<file path="src/rtl/pipe_seq_if.sv">
// Handshake bundle between the hazard unit / memory stage and the pipeline sequencer.
// The master side drives the hazard and memory requests; the slave side is the sequencer.
interface pipe_seq_if #(
    parameter int CNT_W = 16
);
    logic             hold;
    logic             jump_taken;
    logic             mem_req;
    logic             mem_ack;
    logic             en_if;
    logic             en_id;
    logic             en_ex;
    logic             en_mem;
    logic             bubble3;
    logic             flush12;
    logic             mem_timeout;
    logic [CNT_W-1:0] stall_cnt;
    logic [1:0]       state;

    modport master (
        output hold, jump_taken, mem_req, mem_ack,
        input  en_if, en_id, en_ex, en_mem, bubble3, flush12, mem_timeout, stall_cnt, state
    );

    modport slave (
        input  hold, jump_taken, mem_req, mem_ack,
        output en_if, en_id, en_ex, en_mem, bubble3, flush12, mem_timeout, stall_cnt, state
    );
endinterface

</file>
<file path="src/rtl/pipe_seq_ctrl.sv">
// EV22 5-stage pipeline sequencer: stage enables, stage-3 bubbles, stage-1/2 flush,
// memory-wait timeout flag and a saturating stall-cycle counter.
//
// state | meaning
// START | post-reset cycle, pipeline frozen, stages 1/2 cleared
// RUN   | normal issue, hazard HOLD and jump resolution
// MEMW  | waiting on mem_ack for the stage-4 access
// FLUSH | feeding bubbles into stage 3 after a taken jump
module pipe_seq_ctrl #(
    parameter int TO_CYCLES = 15,
    parameter int FLUSH_CYC = 3,
    parameter int CNT_W     = 16
) (
    input  logic      clk,
    input  logic      nreset,
    pipe_seq_if.slave bus
);
    localparam int WC_W = $clog2(TO_CYCLES + 1);
    localparam int FC_W = $clog2(FLUSH_CYC + 1);

    typedef enum logic [1:0] {
        START = 2'd0,
        RUN   = 2'd1,
        MEMW  = 2'd2,
        FLUSH = 2'd3
    } state_t;

    state_t           state_q, state_d;
    state_t           ret_q, ret_d;
    logic [WC_W-1:0]  wait_q, wait_d;
    logic [FC_W-1:0]  flush_q, flush_d;
    logic             timeout_q, timeout_d;
    logic [CNT_W-1:0] stall_q, stall_d;

    logic en_if, en_id, en_ex, en_mem, bubble3, flush12;
    logic mem_stall;

    assign mem_stall = bus.mem_req & ~bus.mem_ack;

    always_comb begin
        state_d   = state_q;
        ret_d     = ret_q;
        wait_d    = wait_q;
        flush_d   = flush_q;
        timeout_d = timeout_q;
        en_if     = 1'b0;
        en_id     = 1'b0;
        en_ex     = 1'b0;
        en_mem    = 1'b0;
        bubble3   = 1'b0;
        flush12   = 1'b0;

        case (state_q)
            START: begin
                flush12 = 1'b1;
                state_d = RUN;
            end
            RUN: begin
                if (mem_stall) begin
                    ret_d   = RUN;
                    wait_d  = WC_W'(1);
                    state_d = MEMW;
                end else if (bus.hold) begin
                    en_ex   = 1'b1;
                    en_mem  = 1'b1;
                    bubble3 = 1'b1;
                end else if (bus.jump_taken) begin
                    {en_if, en_id, en_ex, en_mem} = 4'b1111;
                    flush12 = 1'b1;
                    flush_d = FC_W'(FLUSH_CYC);
                    state_d = FLUSH;
                end else begin
                    {en_if, en_id, en_ex, en_mem} = 4'b1111;
                end
            end
            FLUSH: begin
                // A memory stall parks the flush with its remaining count intact.
                if (mem_stall) begin
                    ret_d   = FLUSH;
                    wait_d  = WC_W'(1);
                    state_d = MEMW;
                end else begin
                    {en_if, en_id, en_ex, en_mem} = 4'b1111;
                    bubble3 = 1'b1;
                    flush_d = flush_q - FC_W'(1);
                    if (flush_q == FC_W'(1)) state_d = RUN;
                end
            end
            MEMW: begin
                // Release cycle behaves like the return state with no new events.
                if (bus.mem_ack || (wait_q == WC_W'(TO_CYCLES))) begin
                    if (!bus.mem_ack) timeout_d = 1'b1;
                    {en_if, en_id, en_ex, en_mem} = 4'b1111;
                    bubble3 = (ret_q == FLUSH);
                    state_d = ret_q;
                end else begin
                    wait_d = wait_q + WC_W'(1);
                end
            end
            default: state_d = START;
        endcase

        stall_d = stall_q;
        if (!en_if && !(&stall_q)) stall_d = stall_q + CNT_W'(1);
    end

    always_ff @(posedge clk or negedge nreset) begin
        if (!nreset) begin
            state_q   <= START;
            ret_q     <= RUN;
            wait_q    <= '0;
            flush_q   <= '0;
            timeout_q <= 1'b0;
            stall_q   <= '0;
        end else begin
            state_q   <= state_d;
            ret_q     <= ret_d;
            wait_q    <= wait_d;
            flush_q   <= flush_d;
            timeout_q <= timeout_d;
            stall_q   <= stall_d;
        end
    end

    assign bus.en_if       = en_if;
    assign bus.en_id       = en_id;
    assign bus.en_ex       = en_ex;
    assign bus.en_mem      = en_mem;
    assign bus.bubble3     = bubble3;
    assign bus.flush12     = flush12;
    assign bus.mem_timeout = timeout_q;
    assign bus.stall_cnt   = stall_q;
    assign bus.state       = state_q;
endmodule

</file>
<file path="src/flat_wrapper.sv">
// flat-port wrapper written by rule: the top's interface ports become plain ports
module pipe_seq_ctrl_flat 
#(
    parameter int TO_CYCLES = 15,
    parameter int FLUSH_CYC = 3,
    parameter int CNT_W     = 16
)
  (clk, nreset, bus_hold, bus_jump_taken, bus_mem_req, bus_mem_ack, bus_en_if, bus_en_id, bus_en_ex, bus_en_mem, bus_bubble3, bus_flush12, bus_mem_timeout, bus_stall_cnt, bus_state);
  pipe_seq_if #(.CNT_W(CNT_W)) bus_i ();
  input  logic clk;
  input  logic nreset;
  input wire logic [$bits(bus_i.hold)-1:0] bus_hold;
  input wire logic [$bits(bus_i.jump_taken)-1:0] bus_jump_taken;
  input wire logic [$bits(bus_i.mem_req)-1:0] bus_mem_req;
  input wire logic [$bits(bus_i.mem_ack)-1:0] bus_mem_ack;
  output wire logic [$bits(bus_i.en_if)-1:0] bus_en_if;
  output wire logic [$bits(bus_i.en_id)-1:0] bus_en_id;
  output wire logic [$bits(bus_i.en_ex)-1:0] bus_en_ex;
  output wire logic [$bits(bus_i.en_mem)-1:0] bus_en_mem;
  output wire logic [$bits(bus_i.bubble3)-1:0] bus_bubble3;
  output wire logic [$bits(bus_i.flush12)-1:0] bus_flush12;
  output wire logic [$bits(bus_i.mem_timeout)-1:0] bus_mem_timeout;
  output wire logic [$bits(bus_i.stall_cnt)-1:0] bus_stall_cnt;
  output wire logic [$bits(bus_i.state)-1:0] bus_state;
  assign bus_i.hold = bus_hold;
  assign bus_i.jump_taken = bus_jump_taken;
  assign bus_i.mem_req = bus_mem_req;
  assign bus_i.mem_ack = bus_mem_ack;
  assign bus_en_if = bus_i.en_if;
  assign bus_en_id = bus_i.en_id;
  assign bus_en_ex = bus_i.en_ex;
  assign bus_en_mem = bus_i.en_mem;
  assign bus_bubble3 = bus_i.bubble3;
  assign bus_flush12 = bus_i.flush12;
  assign bus_mem_timeout = bus_i.mem_timeout;
  assign bus_stall_cnt = bus_i.stall_cnt;
  assign bus_state = bus_i.state;
  pipe_seq_ctrl #(.TO_CYCLES(TO_CYCLES), .FLUSH_CYC(FLUSH_CYC), .CNT_W(CNT_W)) u_core (.clk(clk), .nreset(nreset), .bus(bus_i));
endmodule
</file>
<file path="config.mk">
export PLATFORM = sky130hd
export DESIGN_NAME = pipe_seq_ctrl_flat
export DESIGN_NICKNAME = d
export VERILOG_FILES = /design/src/rtl/pipe_seq_if.sv /design/src/rtl/pipe_seq_ctrl.sv /design/src/flat_wrapper.sv
export SDC_FILE = /design/constraint.sdc
export NUM_CORES = 1
export LEC_CHECK = 0
export CAP_MARGIN = 5
export CORE_MARGIN = 2
export CORE_UTILIZATION = 50
export DETAILED_ROUTE_END_ITERATION = 10
export MAX_ROUTING_LAYER = met4
export PLACE_DENSITY = 0.79
export SETUP_SLACK_MARGIN = 0.1
export SLEW_MARGIN = 20
export SYNTH_ARGS = -nofsm -noshare
export SYNTH_HDL_FRONTEND = slang
export SYNTH_SLANG_ARGS = --single-unit
export TNS_END_PERCENT = 30
</file>
<file path="constraint.sdc">
create_clock -name clk -period 2.6 [get_ports clk]
set_input_delay 0.78 -clock clk [delete_from_list [all_inputs] [get_ports clk]]
set_output_delay 0.78 -clock clk [all_outputs]
set_load 0.02 [all_outputs]
</file>
==> run summary <==
The worst setup path is of the reg -> out kind. The slowest cell on the critical path is sky130_fd_sc_hd__dfrtp_1. The maximum clock frequency came out at 405 MHz.

The final layout contains 191 nets. The flow ran to the end, and the final reports show no timing, DRC or antenna violations. The count of buffering cells on the critical path with inverters included came out at 1.

The logs give 0.00302 ns for the maximum clock skew at final layout and 1241 for the total vias in the final route. Entering global routing, the biggest net connects 27 pins. For this configuration, the core starts out at a cell density of 52.6%. The logs give 0.00188 mm^2 for the cell area reported after detailed placement and 0.000825 uW for the static leakage. The most used flip-flop cell after synthesis is sky130_fd_sc_hd__dfrtp_1. The number of iterations in the first detailed-routing pass is 4. The count of nets left with antenna violations after detail routing came out at 0. The share of layout cells above drive strength 1 is 27.8%, and the minimum clock period is 2.47 ns. STA classifies the critical path endpoint as an output port. For the worst flop-to-flop path, the logic depth is 6. The tool flagged a number of max-cap violations equal to 0.

The average instance in the mapped netlist occupies 10.9 um^2. The synthesized design contains 0 enable-type register cells. The half-perimeter wire length after detailed placement is 2.37 mm. Summed over all failing endpoints, the final setup total negative slack is 0 ns. The power density of the placed cells is 976 mW/mm^2, and the clock sink count is 26. The run gives 0 as the hold violation count in the final report. STA puts the critical path data required time at 1.82 ns.

Dividing the detail-routed via count by the number of cells gives 5.88. In this run the standard cell core region covers 0.00276 mm^2. IR analysis of the VDD net gives a maximum drop of 746 uV.

The number of clock buffers added by TritonCTS is 3. The Yosys step of the flow raised 0 warnings. Type of origin of the critical path: a flip-flop. The via count of the first global-routing pass was 1284. The longest individual stage delay on the worst path was 0.55 ns; the gate count of the mapped netlist was 133. The residual DRC count was 0. The path class of the tightest hold or removal check is reg -> reg. The layout has 211 filler cells. Worst endpoint data arrival time: 1.69 ns. Measured on the finished design, the core utilization comes to 70.1%. The post-synthesis instance area is 0.00145 mm^2. Number of buffers inserted by port buffering: 30.

Traced cell by cell, the critical path runs through and3b_2, a211oi_4, buf_6. TritonCTS built the clock tree. After global routing the overflow that remains totals 0. Combined area of the multi-input logic cells: 787 um^2. The tree is rooted in a sky130_fd_sc_hd__clkbuf_4. The finished cells cover 0.00193 mm^2. The floorplan has 19 rows.

The sequential cells in the finished layout cover a total of 651 um^2. Setup repair after global routing could not meet its margin everywhere. The max-slew violation total from the final report is 0, and the actual slew at the worst max-slew pin is 0.528 ns. The tools report the number of antenna diodes as 0. In this run the count of I/O pins placed on the die edge is 31.

For the post-synthesis net count, the log shows 142. The top cell types in the final layout, fill and taps aside, are sky130_fd_sc_hd__dfrtp_1 (26), sky130_fd_sc_hd__clkdlybuf4s50_1 (21), sky130_fd_sc_hd__buf_4 (21), sky130_fd_sc_hd__xor2_1 (14), sky130_fd_sc_hd__nand2_1 (10). The later pin in the worst-skew pair is clocked with a latency of 0.31 ns.

The worst hold path passes through 2 cells. Counting along the longest clock path gives a buffer depth of 2. Clock-pin slew was measured on the worst setup and hold paths at 0.13 ns. For the die area, the log shows 0.00335 mm^2.

Counting flops and latches in the post-synthesis netlist gives 26. The DRC violation total after the first TritonRoute iteration was 40; the final worst-path cycle share was 94.9%. The die span in y came out at 57.9 um.

Global routing consumed, over all layers together, 21.8% of the routing resources. After synthesis, the share of flip-flops with an asynchronous set or reset is 100%. The first global-routing pass estimated 5.53 mm of wire.

The most frequent standard cell in the layout excluding fill and tap cells is sky130_fd_sc_hd__dfrtp_1. The number of distinct library cells after synthesis was 39. Broken down by cell family, the worst path's largest delay share belongs to flip-flops. Relative to the synthesized area, the layout overhead comes to 33.3%. Headroom to the max-slew limit came out at 64.5%. Along the worst path, the maximum fanout reaches 10.

The wire length per cell after detailed routing is 15.1 um, and the number of levels the H-tree was split into is 1. The width of the die came out at 57.9 um. The total detailed-routing wirelength is 3.18 mm. Routability-driven placement finished with a final weighted congestion of 0.881. The number of failing setup endpoints in the final timing report was 0; the number of antenna violations at the first check in global routing was 0. Share of synthesized area occupied by flip-flops and latches: 44.8%. The critical path depth in cells works out to 3.
-- cell usage after synthesis, drive strengths merged, types with 3 or more instances --
| master | n | share of area [%] |
|---|---|---|
| nor4 | 8 | 6.5 |
| nor4b | 5 | 3.4 |
| nand3 | 9 | 3.1 |
| mux2 | 3 | 2.3 |
| nand2b | 4 | 1.7 |
| inv | 3 | 0.78 |
| o21ai | 4 | 1.4 |
| xor2 | 14 | 8.4 |
| buf | 4 | 2.2 |
| ha | 3 | 2.6 |
| nor2 | 5 | 1.3 |
| nand2 | 10 | 2.6 |
| nand4 | 5 | 2.2 |
| a21oi | 3 | 1.0 |
| dfrtp | 26 | 45 |
-- timing repair --
item	in CTS	in global routing
resized for setup	41	5
pin swaps	2	2
endpoints found under the setup margin	7	5
endpoints found under the hold margin	0	0
setup buffers	2	1
hold buffers	0	0
-- power by group --
part / total [uW] / internal [uW] / leakage, uW / switching, uW
Sequential: 689 / 525 / 0.000314 / 164
Clock: 165 / 54.2 / 0.0000138 / 111
Combinational: 1030 / 491 / 0.000498 / 543
Total: 1890 / 1070 / 0.000825 / 819
-- tightest hold or removal path, cell delays in order (launching register included) --
cell	delay [ns]
sky130_fd_sc_hd__dfrtp_1	0.38
sky130_fd_sc_hd__inv_1	0.04
sky130_fd_sc_hd__o41ai_1	0.05
-- layout make-up --
| type | count | share of cell area, % |
|---|---|---|
| tap | 31 | 2.01 |
| sequential | 26 | 33.6 |
| inverter | 3 | 0.582 |
| timing repair buffer | 50 | 21.9 |
| multi-input combinational | 98 | 40.7 |
| clock buffer | 3 | 1.16 |
-- per-layer routing --
layer	wire, um	vias up	GRT usage [%]
met5	0	-	-
met4	68	0	10.6
met3	143	8	2.46
met2	1590	42	36.9
met1	1380	603	25.7
li1	-	588	-
-- through the flow --
stage / hold slack (ns) / power, uW / worst slack, ns / instances
3_3_place_gp: 0.460 / 1680 / -0.666 / 205
3_5_place_dp: 0.473 / 1720 / -0.748 / 205
5_1_grt: 0.526 / 2040 / 0.0679 / 211
2_1_floorplan: 0.460 / 1280 / 0.148 / 133
4_1_cts: 0.502 / 1900 / 0.0830 / 210
6_report: 0.507 / 1890 / 0.133 / 211
-- worst paths after layout --
path,start,endpoint,slack (ns)
max,u_core.bus.state[0],bus_en_id,0.13
min,u_core.bus.mem_timeout,u_core.bus.mem_timeout,0.51
max reg2reg,u_core.wait_q[1],u_core.bus.stall_cnt[14],0.49
min reg2reg,u_core.bus.mem_timeout,u_core.bus.mem_timeout,0.51
max in group asynchronous,nreset,u_core.wait_q[3],1.52
min in group asynchronous,nreset,u_core.bus.state[1],0.83
-- kinds of logic (layout without fill, tap and decap cells) --
group	count (synthesis)	after routing	share of synthesized area [%]
compound gates	22	22	12.6
xor+xnor	14	14	8.45
fa+ha+maj	3	3	2.59
buf+inv	9	56	3.45
flops	26	26	44.8
mux	3	3	2.33
simple gates	56	56	25.8
-- state kept, by name, indices dropped and copies added, names as in the netlist --
name	cells
u_core.bus.stall_cnt	16
u_core.wait_q	4
u_core.bus.state	2
u_core.flush_q	2
u_core.bus.mem_timeout	1
u_core.ret_q	1
Power figures use the tool's default switching activity.
